===== src/rtl/prio_code_decoder.sv =====
// Priority-code frame decoder: rebuilds an 8-bit request vector from a frame
// of priority-encoder code words, and reports its ones count and protocol errors.
module prio_code_decoder #(
    parameter int CHECK_ORDER = 1
) (
    input  logic       clk,
    input  logic       rst_n,
    input  logic       in_valid,
    output logic       in_ready,
    input  logic [3:0] in_code,
    input  logic       in_last,
    output logic       out_valid,
    input  logic       out_ready,
    output logic [7:0] out_vec,
    output logic [3:0] out_count,
    output logic       out_order_err,
    output logic       out_zero_err
);

    typedef enum logic {COLLECT, HOLD} state_t;

    state_t     state;
    logic [7:0] acc;
    logic       order_err;
    logic       zero_err;
    logic [2:0] prev_idx;
    logic       first;

    logic [2:0] idx;
    logic       all_zero;
    logic       accept;
    logic [7:0] acc_nxt;
    logic       order_err_nxt;
    logic       zero_err_nxt;

    // Ones count of the rebuilt vector; range 0..8 always fits in 4 bits.
    function automatic logic [3:0] popcount8(input logic [7:0] v);
        logic [3:0] cnt;
        cnt = 4'd0;
        for (int i = 0; i < 8; i++) begin
            cnt = cnt + 4'(v[i]);
        end
        return cnt;
    endfunction

    assign idx      = in_code[3:1];
    assign all_zero = in_code[0];
    assign accept   = in_valid && in_ready && (state == COLLECT);

    // Next accumulator and sticky error values including the current word.
    always_comb begin
        acc_nxt       = acc;
        order_err_nxt = order_err;
        zero_err_nxt  = zero_err;
        if (!all_zero) begin
            acc_nxt = acc | (8'b1 << idx);
            if ((CHECK_ORDER != 0) && !first && (idx >= prev_idx)) begin
                order_err_nxt = 1'b1;
            end
        end else if (!(first && in_last)) begin
            zero_err_nxt = 1'b1;
        end
    end

    // Frame collection / result hold state machine with registered handshakes.
    always_ff @(posedge clk) begin
        if (!rst_n) begin
            state         <= COLLECT;
            in_ready      <= 1'b0;
            out_valid     <= 1'b0;
            out_vec       <= 8'd0;
            out_count     <= 4'd0;
            out_order_err <= 1'b0;
            out_zero_err  <= 1'b0;
            acc           <= 8'd0;
            order_err     <= 1'b0;
            zero_err      <= 1'b0;
            prev_idx      <= 3'd0;
            first         <= 1'b1;
        end else begin
            case (state)
                COLLECT: begin
                    in_ready <= 1'b1;
                    if (accept) begin
                        acc       <= acc_nxt;
                        order_err <= order_err_nxt;
                        zero_err  <= zero_err_nxt;
                        first     <= 1'b0;
                        if (!all_zero) begin
                            prev_idx <= idx;
                        end
                        if (in_last) begin
                            out_vec       <= acc_nxt;
                            out_count     <= popcount8(acc_nxt);
                            out_order_err <= order_err_nxt;
                            out_zero_err  <= zero_err_nxt;
                            out_valid     <= 1'b1;
                            in_ready      <= 1'b0;
                            state         <= HOLD;
                        end
                    end
                end
                HOLD: begin
                    if (out_ready) begin
                        out_valid <= 1'b0;
                        in_ready  <= 1'b1;
                        state     <= COLLECT;
                        acc       <= 8'd0;
                        order_err <= 1'b0;
                        zero_err  <= 1'b0;
                        prev_idx  <= 3'd0;
                        first     <= 1'b1;
                    end
                end
                default: begin
                    state    <= COLLECT;
                    in_ready <= 1'b0;
                end
            endcase
        end
    end

endmodule


===== config.mk =====
export PLATFORM = sky130hd
export DESIGN_NAME = prio_code_decoder
export DESIGN_NICKNAME = d
export VERILOG_FILES = /design/src/rtl/prio_code_decoder.sv
export SDC_FILE = /design/constraint.sdc
export NUM_CORES = 1
export LEC_CHECK = 0
export ABC_AREA = 1
export CORE_UTILIZATION = 56
export DETAILED_ROUTE_END_ITERATION = 16
export PLACE_DENSITY = 0.82
export SKIP_CTS_REPAIR_TIMING = 1
export SLEW_MARGIN = 20
export SYNTH_ARGS = -nofsm -noshare
export SYNTH_HDL_FRONTEND = slang
export SYNTH_SLANG_ARGS = --single-unit

===== constraint.sdc =====
create_clock -name clk -period 4.6 [get_ports clk]
set_input_delay 0.46 -clock clk [delete_from_list [all_inputs] [get_ports clk]]
set_output_delay 0.46 -clock clk [all_outputs]
set_load 0.01 [all_outputs]

Yosys cells after proc, flatten, opt, wreduce, memory -nomap -nowiden:

Index checks and enable logic that the tools add are counted.

* magnitude comparators: 1
* reduce and logical (&&, ||, !) cells: 9
* bitwise logic cells: 2
* mux-type cells: 30
* shift operators: 1
* eq/ne operators: 4
* $add $sub $neg: 7

Operators with widths (number)
* $mux W8: 3
* $add A4 B1 Y4: 4
* $mux W1: 16
* $pmux W8 S2: 1
* $pmux W1 S2: 6
* $mux W3: 3
* $reduce_and A3 Y1: 3
* $ne A2 B2 Y1 const B: 4
* $or A8 B8 Y8: 1
* $shl A1 B3 Y8 const A: 1
* $pmux W3 S2: 1
* $add A3 B1 Y4: 1
* $logic_and A1 B1 Y1: 4
* $add A2 B1 Y3: 1
* $ge A3 B3 Y1: 1
* $add A1 B1 Y2: 1
* $reduce_and A2 Y1: 1
* $logic_not A1 Y1: 1
* $not A1 Y1: 1

* output and inout port bits: 16
* bits of input ports: 9
* flip-flop bits (word level): 31

Longest topological paths before layout:

Gate-level depths: netlist of the first run.

* word-level depth: 10
* gate-level depth with buffers: 15
* mapped depth without buffers: 15

Worst setup path before layout of the first run:

No wires, ideal clock.

* path type: input -> register
* from: input port in_code[0]
* to: register out_count[2]
* slack: 1.321 ns
* arrival: 3.210 ns
* path buffers: 0
* cell stages on the path: 15
* data required time: 4.530 ns
* cell sequence: nor2_1 nand2_1 nand2_1 inv_1 fa_1 inv_1 fa_1 inv_1 fa_1 inv_1 ha_1 inv_1 fa_1 xor2_1 a21oi_1

* word-level cells in the longest chain between the ends: 8

Ends and longest elaborated chain
* start: declaration: line 10 `input logic [3:0] in_code,`
* $mux W8 *: line 55 `if (!all_zero) begin`
* $add A1 B1 Y2: line 41 `cnt = cnt + 4'(v[i]);`
* $add A2 B1 Y3: line 41
* $add A3 B1 Y4: line 41
* $add A4 B1 Y4 (3 in a row): line 41
* $add A4 B1 Y4 *: line 41
* end signal: assignment: line 94 `out_count <= popcount8(acc_nxt);`
* end: declaration: line 15 `output logic [3:0] out_count,`

Every way passes the cells marked *; elsewhere a longest branch is shown, timed or not.
A chain may end at the register's enable or synchronous reset.

Worst setup path in the final report of the first run:

Ends and elaborated chain as after synthesis.

==> results.sh, run 1 <==
export IMPL_outcome="complete, no violations"
export IMPL_start_util_pct=60.5
export IMPL_maxCapViolations=0
export IMPL_synthArstFlopShare_pct=0
export IMPL_synth_most_common_cell="nand2_1"
export IMPL_p_leak_nw=0.763
export IMPL_synthSimpleGateAreaFrac_pct=21.2
export IMPL_synth_main_ff_cell="dfxtp_1"
export IMPL_routed_wirelength_mm=3.33
export IMPL_worstSkewPairLatency_ns=0.34
export IMPL_min_period_over_period_pct=82.5
export IMPL_core_area_um2=2520
export IMPL_gr_total_overflow=0
export IMPL_rsz0062_at_grt="no"
export IMPL_clockBufferDepth=2
export IMPL_synth_compound_area_share_pct=16.5
export IMPL_cts_buffers=5
export IMPL_dp_cells=242
export IMPL_grt_pass1_vias=1236
export IMPL_grt_total_usage_pct=26.1
export IMPL_syn_area_um2=1530
export IMPL_fillers=205
export IMPL_first_pass_iters=5
export IMPL_synth_mux_area_share_pct=0
export IMPL_antenna_found_initial=0
export IMPL_endpoint_kind="register"
export IMPL_tns_ns=0
export IMPL_row_count=18
export IMPL_yosys_area_top_type="dfxtp_1"
export IMPL_io_buffers=24
export IMPL_finalSetupViolCount=0
export IMPL_dieArea_um2=2940
export IMPL_cts_tree="built"
export IMPL_ys_types=27
export IMPL_cts_num_sinks=31
export IMPL_syn_num_nets=210
export IMPL_antenna_cells=0
export IMPL_critPathMaxFanout=6
export IMPL_hpwl_mm=2.51
export IMPL_cts_root_buf="clkbuf_4"
export IMPL_yosysTopAreaCellShare_pct=40.7
export IMPL_synthCells=191
export IMPL_hold_class="reg -> reg"
export IMPL_syn2layout_area_growth_pct=20.7
export IMPL_placed_area_um2=1770
export IMPL_r2r_slack_ns=1.42
export IMPL_vias=1338
export IMPL_die_w_um=54.2
export IMPL_worstPathArrival_ns=4.06
export IMPL_cp_start_kind="input pin"
export IMPL_drv_slew=0
export IMPL_synth_xor_area_share_pct=0.574
export IMPL_finalHoldViolCount=0
export IMPL_synth_fa_ha_area_share_pct=10.2
export IMPL_min_period_ns=3.80
export IMPL_ir_worst_vdd_mv=0.275
export IMPL_synth_enable_flop_cells=0
export IMPL_drc=0
export IMPL_grt_max_degree=18
export IMPL_synth_top_family_by_area="simple AND/OR/NAND/NOR gates"
export IMPL_pin_count=25
export IMPL_drtIter0Drc=22
export IMPL_ant_nets=0
export IMPL_cellPowerDensity_nw_per_um2=296
export IMPL_h_tree_depth=2
export IMPL_fin_cells=250
export IMPL_clock_skew_ns=0.0102
export IMPL_seq_area_frac_synth_pct=40.7
export IMPL_tightest_slew_ns=0.567
export IMPL_synth_seq_cells=31
export IMPL_wl_per_cell_um=13.3
export IMPL_synth_top_cells_by_area="dfxtp_1 41%, nand2_1 10%, inv_1 7.4%, a21oi_1 6.9%, fa_1 5.3%"
export IMPL_drive_above_1_share_pct=11.8
export IMPL_stdcell_area_um2=1840
export IMPL_grt_pass1_wl_mm=5.28
export IMPL_viasPerCell=5.35
export IMPL_total_power_uw=544
export IMPL_whs_ns=0.462
export IMPL_relSlewSlack_pct=62.1
export IMPL_ys_warn_count=0
export IMPL_final_nets=238
export IMPL_synthTopCellsByCount="42 x nand2_1, 31 x dfxtp_1, 30 x inv_1, 21 x a21oi_1, 11 x nor2_1"
export IMPL_postSynthAreaPerCell_um2=7.99
export IMPL_die_h_um=54.2
export IMPL_critical_path_required_ns=4.87
export IMPL_clk_pin_slew_ns=0.10
export IMPL_gp_congestion=0.863
export IMPL_worstSetupPathType="in -> reg"
export IMPL_clock_fmax_mhz=264
[critical path: stages]
cell and delay, ns:
clkdlybuf4s50_1 0.52, nor2_1 0.24, nand2_1 0.08, nand2_1 0.10, inv_1 0.08, fa_1 0.54
inv_1 0.05, fa_1 0.49, inv_1 0.05, fa_1 0.44, inv_1 0.07, ha_1 0.17
inv_1 0.06, fa_1 0.39, xor2_1 0.15, a21oi_1 0.16
[routing by layer]
metal | vias up | global-route usage (%) | wire length [um]
li1 | 663 | - | -
met1 | 624 | 27.4 | 1410
met2 | 40 | 44.9 | 1690
met3 | 11 | 9.04 | 154
met4 | 0 | 14.5 | 84
met5 | - | 0 | 0
[logic make-up (layout without fill, tap and decap cells)]
kind of cell / after synthesis / count (layout)
and+or+nand+nor: 69 / 69
AOI/OAI and AO/OA: 43 / 43
buffers and inverters: 37 / 66
DFF: 31 / 31
adders and majority gates: 10 / 10
xor gates and xnor gates: 1 / 1
[cells in the final DEF (no fill, tap or decap)]
cell type        netlist  routed
nand2_1               42      42
dfxtp_1               31      31
inv_1                 30      30
clkdlybuf4s50_1        0      24
a21oi_1               21      21
nor2_1                11      11
o21ai_0                8       8
a21oi_2                7       7
ha_1                   6       6
clkbuf_4               0       5
fa_1                   4       4
inv_2                  3       3
o21ai_1                3       3
nand2_2                3       3
nor3_1                 3       3
nand4_1                3       3
a211oi_1               3       3
nand3_1                2       2
clkbuf_8               0       2
o21bai_1               1       1
nand3_4                1       1
nor2_8                 1       1
inv_4                  1       1
nand2_4                1       1
xor2_1                 1       1
nand3b_1               1       1
nor2_2                 1       1
clkinvlp_4             0       1
[metrics by stage]
step / setup WS (ns) / utilization (%)
detailed placement: 0.448 / 70.1
global placement: 0.659 / 70.1
finish: 0.805 / 73.0
CTS: 0.822 / 73.0
floorplan: 1.32 / -
global route: 0.628 / 73.0
[sequential cells by signal, summed over array words and instances, names as in the netlist, 3 cells and up]
| signal | cells |
|---|---|
| out_vec | 8 |
| acc | 8 |
| prev_idx | 3 |
| out_count | 4 |
[where the power goes]
part	leakage (nW)	internal, mW	switching [mW]
sequential	0.252	0.276	0.00479
clock	0.0375	0.0893	0.0997
combinational	0.474	0.0300	0.0448
[area by class of cell]
type	instances	area [um2]	share of cell area (%)
clock buffers	7	65.1	3.54
clock inverters	1	7.51	0.408
inverters	34	130	7.07
multi-input cells	123	739	40.2
flip-flops and latches	31	621	33.7
well taps	30	37.5	2.04
repair buffers	24	240	13.1
[path summary, 6_finish.rpt]
| check | startpoint | endpoint | cells past startpoint |
|---|---|---|---|
| hold reg to reg | out_zero_err | out_zero_err | 2 |
| setup reg to reg | acc[0] | out_count[2] | 14 |
| hold / removal | out_zero_err | out_zero_err | 2 |
| setup / recovery | in_code[0] | out_count[2] | 16 |
No activity file was read; power rests on OpenSTA's default activity.
==> run 2, diff against run 1 <==
--- a/config.mk
+++ b/config.mk
@@ -6,9 +6,9 @@
 export NUM_CORES = 1
 export LEC_CHECK = 0
 export ABC_AREA = 1
-export CORE_UTILIZATION = 56
+export CORE_UTILIZATION = 52
 export DETAILED_ROUTE_END_ITERATION = 16
-export PLACE_DENSITY = 0.82
+export PLACE_DENSITY = 0.77
 export SKIP_CTS_REPAIR_TIMING = 1
 export SLEW_MARGIN = 20
 export SYNTH_ARGS = -nofsm -noshare
==> constraint.sdc (replaced) <==
create_clock -name clk -period 3.6 [get_ports clk]
set_input_delay 0.36 -clock clk [delete_from_list [all_inputs] [get_ports clk]]
set_output_delay 0.36 -clock clk [all_outputs]
set_load 0.01 [all_outputs]
==> run 2 against run 1 <==
Via count grew 1.7%. Highest routed layer unchanged. Cell area grew 6.1%. Critical endpoint unchanged. Total power grew 39%. Sequential share of layout area shrank 1.9 points. Critical path depth is the same. Final cell count grew 4.4%. Clock power grew 56%. Largest power group unchanged. Non-clock buffer count grew 10. Hold slack lost 0.0015 ns. Combinational power grew 40%. Register-to-register slack lost 0.92 ns.
==> results.sh, run 2 (synthesis gave the netlist of run 1 again) <==
export IMPL_hold_class="reg -> reg"
export IMPL_dpl_worst_slack_ns=-0.218
export IMPL_row_count=19
export IMPL_drv_slew=0
export IMPL_reg_top3="acc: 8 flops, out_vec: 8 flops, out_count: 4 flops"
export IMPL_syn2layout_area_growth_pct=28.1
export IMPL_min_period_ns=3.39
export IMPL_maxCapViolations=0
export IMPL_p_leak_nw=0.850
export IMPL_clock_fmax_mhz=295
export IMPL_finalHoldViolCount=0
export IMPL_clockBufferDepth=2
export IMPL_grt_max_degree=18
export IMPL_wl_per_cell_um=13.3
export IMPL_clock_skew_ns=0.0121
export IMPL_start_util_pct=55.3
export IMPL_antenna_found_initial=0
export IMPL_cts_root_buf="clkbuf_4"
export IMPL_io_buffers=24
export IMPL_grt_total_usage_pct=24.8
export IMPL_cts_tree="built"
export IMPL_cellPowerDensity_nw_per_um2=388
export IMPL_grt_pass1_vias=1385
export IMPL_min_period_over_period_pct=94.1
export IMPL_dieArea_um2=3150
export IMPL_relSlewSlack_pct=64.2
export IMPL_fillers=214
export IMPL_cts_num_sinks=31
export IMPL_die_h_um=56.2
export IMPL_hpwl_mm=2.60
export IMPL_critical_path_required_ns=3.87
export IMPL_clk_pin_slew_ns=0.10
export IMPL_hold_start="acc[2]"
export IMPL_pin_count=25
export IMPL_ir_worst_vdd_mv=0.431
export IMPL_reg2reg_from="acc[0]"
export IMPL_final_nets=248
export IMPL_drive_above_1_share_pct=17.8
export IMPL_r2r_slack_ns=0.50
export IMPL_dp_cells=252
export IMPL_cp_start_kind="input pin"
export IMPL_endpoint_kind="register"
export IMPL_ant_nets=0
export IMPL_core_area_um2=2760
export IMPL_worstSkewPairLatency_ns=0.35
export IMPL_whs_ns=0.460
export IMPL_tightest_slew_ns=0.536
export IMPL_die_w_um=56.2
export IMPL_outcome="complete, no violations"
export IMPL_fin_cells=261
export IMPL_final_cell_mix="42 x nand2_1, 31 x dfxtp_1, 30 x inv_1"
export IMPL_worstSetupPathType="in -> reg"
export IMPL_first_pass_iters=4
export IMPL_drtIter0Drc=59
export IMPL_grt_pass1_wl_mm=5.91
export IMPL_setup_ws_ns=0.213
export IMPL_viasPerCell=5.21
export IMPL_finalSetupViolCount=0
export IMPL_antenna_cells=0
export IMPL_total_power_uw=758
export IMPL_crit_path_start="in_code[0]"
export IMPL_worstPathArrival_ns=3.66
export IMPL_cts_buffers=5
export IMPL_rsz0062_at_grt="no"
export IMPL_tns_ns=0
export IMPL_gp_congestion=0.838
export IMPL_drc=0
export IMPL_vias=1361
export IMPL_critPathMaxFanout=2
export IMPL_final_common_cell="nand2_1"
export IMPL_h_tree_depth=2
export IMPL_gr_total_overflow=0
export IMPL_routed_wirelength_mm=3.47
## run 2: layout make-up
type	instances	area [um2]	share of cell area (%)
tap	31	38.8	1.99
inverter	34	130	6.66
sequential	31	621	31.8
multi-input combinational	123	754	38.6
timing repair buffer	34	323	16.5
clock inverter	2	35.0	1.79
clock buffer	6	51.3	2.63
## run 2: worst paths after layout
check                           depth (start not counted)           end
worst max-delay path                                   16  out_count[2]
worst min-delay path                                    2        acc[2]
worst min register to register                          2        acc[2]
worst max register to register                         14  out_count[2]
## run 2: power by group
group	switching (mW)	total, mW	leakage, nW	internal (mW)
Combinational	0.0601	0.105	0.550	0.0451
Clock	0.131	0.295	0.0482	0.164
Sequential	0.00601	0.358	0.252	0.352
## run 2: worst max-delay path, cell delays in order
cell	delay (ns)
clkdlybuf4s50_1	0.43
nor2_2	0.12
nand2_1	0.07
nand2_1	0.08
inv_1	0.07
fa_1	0.54
inv_1	0.05
fa_1	0.49
inv_1	0.05
fa_1	0.44
inv_1	0.07
ha_2	0.17
inv_1	0.05
fa_1	0.37
xor2_1	0.15
a21oi_1	0.13
## run 2: stage by stage
step	instance area, um2	utilization (%)
after floorplan	1530	-
after global placement	1840	66.6
after detailed placement	1840	66.6
after CTS	1920	69.7
after global routing	1950	70.8
final	1950	70.8
## run 2: per-layer routing
metal | share of wire [%] | GRT usage [%] | vias up
met5 | 0 | 0 | -
met4 | 0.95 | 8.36 | 0
met3 | 4.9 | 8.84 | 4
met2 | 52 | 44.6 | 33
met1 | 43 | 26.8 | 641
li1 | - | - | 683
==> run 3, diff against run 2 <==
--- a/config.mk
+++ b/config.mk
@@ -6,9 +6,9 @@
 export NUM_CORES = 1
 export LEC_CHECK = 0
 export ABC_AREA = 1
-export CORE_UTILIZATION = 52
+export CORE_UTILIZATION = 25
 export DETAILED_ROUTE_END_ITERATION = 16
-export PLACE_DENSITY = 0.77
+export PLACE_DENSITY = 0.43
 export SKIP_CTS_REPAIR_TIMING = 1
 export SLEW_MARGIN = 20
 export SYNTH_ARGS = -nofsm -noshare
==> run 3 against run 2 <==
Sequential share of layout area shrank 0.83 points. Combinational power barely moved. Setup slack got worse by 0.047 ns. Utilization fell by 37 points. Sequential power about the same. Final cell count rose by 16%. Non-clock buffer count did not move. Wire length is 3.6% higher. Global-route usage decreased by 12 points.
==> results.sh, run 3 (synthesis gave the netlist of run 1 again) <==
export IMPL_outcome="complete, no violations"
export IMPL_ant_nets=0
export IMPL_dp_cells=297
export IMPL_final_cell_mix="41 x nand2_1, 31 x dfxtp_1, 29 x inv_1"
export IMPL_critPathSlowestCell="clkdlybuf4s50_1"
export IMPL_final_common_cell="nand2_1"
export IMPL_die_h_um=80.1
export IMPL_grt_max_degree=18
export IMPL_fillers=647
export IMPL_ff_latch_area_um2=621
export IMPL_viasPerCell=4.08
export IMPL_drtIter0Drc=40
export IMPL_vias=1241
export IMPL_worstPathCellList="clkdlybuf4s50_1 -> nor2_2 -> buf_4 -> a21oi_1 -> fa_1 -> inv_1 -> fa_1 -> inv_1 -> fa_1 -> inv_1 -> ha_2 -> inv_1 -> fa_1 -> xor2_1 -> a21oi_1"
export IMPL_cellPowerDensity_nw_per_um2=370
export IMPL_worstPathArrival_ns=3.64
export IMPL_wl_per_cell_um=11.8
export IMPL_start_util_pct=25.9
export IMPL_antenna_cells=0
export IMPL_grt_total_usage_pct=12.9
export IMPL_routed_wirelength_mm=3.60
export IMPL_clock_skew_ns=0.00909
export IMPL_reg_top3="acc: 8 flops, out_vec: 8 flops, out_count: 4 flops"
export IMPL_reg2reg_depth=14
export IMPL_hold_start="acc[6]"
export IMPL_maxCapViolations=0
export IMPL_syn2layout_area_growth_pct=31.5
export IMPL_grt_pass1_vias=1268
export IMPL_dieArea_um2=6420
export IMPL_ir_worst_vdd_mv=0.198
export IMPL_clk_pin_slew_ns=0.07
export IMPL_row_count=28
export IMPL_cts_root_buf="clkbuf_8"
export IMPL_drive_above_1_share_pct=17.5
export IMPL_hold_depth=2
export IMPL_h_tree_depth=2
export IMPL_gp_congestion=0.739
export IMPL_whs_ns=0.450
export IMPL_core_area_um2=5890
export IMPL_worstSkewPairLatency_ns=0.28
export IMPL_grt_pass1_wl_mm=6.15
export IMPL_cts_tree="built"
export IMPL_cts_num_sinks=31
export IMPL_gr_total_overflow=0
export IMPL_min_period_over_period_pct=95.4
export IMPL_hold_path_endpoint="acc[6]"
export IMPL_clockBufferDepth=2
export IMPL_endpoint_kind="register"
export IMPL_drc=0
export IMPL_r2r_end="out_count[2]"
export IMPL_tightest_slew_ns=0.585
export IMPL_clock_fmax_mhz=291
export IMPL_finalHoldViolCount=0
export IMPL_first_pass_iters=4
export IMPL_final_nets=248
export IMPL_p_leak_nw=0.847
export IMPL_cts_buffers=5
export IMPL_worst_path_buf_inv=6
export IMPL_cp_start_kind="input pin"
export IMPL_critPathMaxStageDelay_ns=0.49
export IMPL_fin_cells=304
export IMPL_critical_path_required_ns=3.81
export IMPL_relSlewSlack_pct=61.0
export IMPL_drv_slew=0
export IMPL_rsz0062_at_grt="no"
export IMPL_antenna_found_initial=0
export IMPL_io_buffers=24
export IMPL_pin_count=25
export IMPL_min_period_ns=3.43
export IMPL_total_power_uw=742
export IMPL_finalSetupViolCount=0
export IMPL_cp_top_family="adder cells"
export IMPL_reg2reg_from="acc[0]"
export IMPL_critPathMaxFanout=2
export IMPL_worstSetupPathType="in -> reg"
export IMPL_r2r_slack_ns=0.53
export IMPL_multiInputGateArea_um2=751
export IMPL_hpwl_mm=2.72
export IMPL_die_w_um=80.1
export IMPL_hold_class="reg -> reg"
==> run 3: worst reg2reg max path, stage by stage (launching register included) <==
cell and delay, ns:
dfxtp_1 0.32, inv_1 0.05, nand2_2 0.07, inv_2 0.04, fa_1 0.52, inv_1 0.05
fa_1 0.49, inv_1 0.05, fa_1 0.44, inv_1 0.07, ha_2 0.17, inv_1 0.05
fa_1 0.36, xor2_1 0.15, a21oi_1 0.14
==> run 3: worst max-delay path by stage <==
| stage | startpoint | to | cells past startpoint |
|---|---|---|---|
| CTS | in_code[1] | out_count[2] | 16 |
| floorplan | in_code[0] | out_count[2] | 15 |
| finish | in_code[0] | out_count[2] | 15 |
| detailed placement | in_code[1] | out_count[2] | 16 |
| global placement | in_code[1] | out_count[2] | 16 |
| global route | in_code[0] | out_count[2] | 16 |
==> run 3: layer usage <==
layer	routed length (um)	GRT usage, %	up-vias
li1	-	-	685
met1	1810	16.3	532
met2	1630	21.0	19
met3	117	3.07	5
met4	40	4.82	0
met5	0	0	-
==> run 3: final cells by class <==
type / instances / area share (%)
Clock buffer: 6 / 4.12
Clock inverter: 1 / 0.250
Inverter: 34 / 6.49
Multi-Input combinational cell: 123 / 37.4
Sequential cell: 31 / 30.9
Tap cell: 75 / 4.68
Timing Repair Buffer: 34 / 16.1
==> run 3: metrics by stage <==
stage | setup TNS, ns | setup WS, ns | area [um2] | util [%]
after CTS | 0 | 0.0725 | 1990 | 33.8
after floorplan | 0 | 0.421 | 1530 | -
after global placement | -0.357 | -0.189 | 1900 | 32.3
after global routing | 0 | 0.000754 | 2010 | 34.1
after detailed placement | -0.391 | -0.215 | 1900 | 32.3
final | 0 | 0.166 | 2010 | 34.1
==> run 3: power breakdown <==
group,internal (mW),switching (mW),leakage (nW),total (mW)
Sequential,0.352,0.00558,0.252,0.358
Combinational,0.0441,0.0594,0.549,0.103
Clock,0.150,0.130,0.0470,0.280
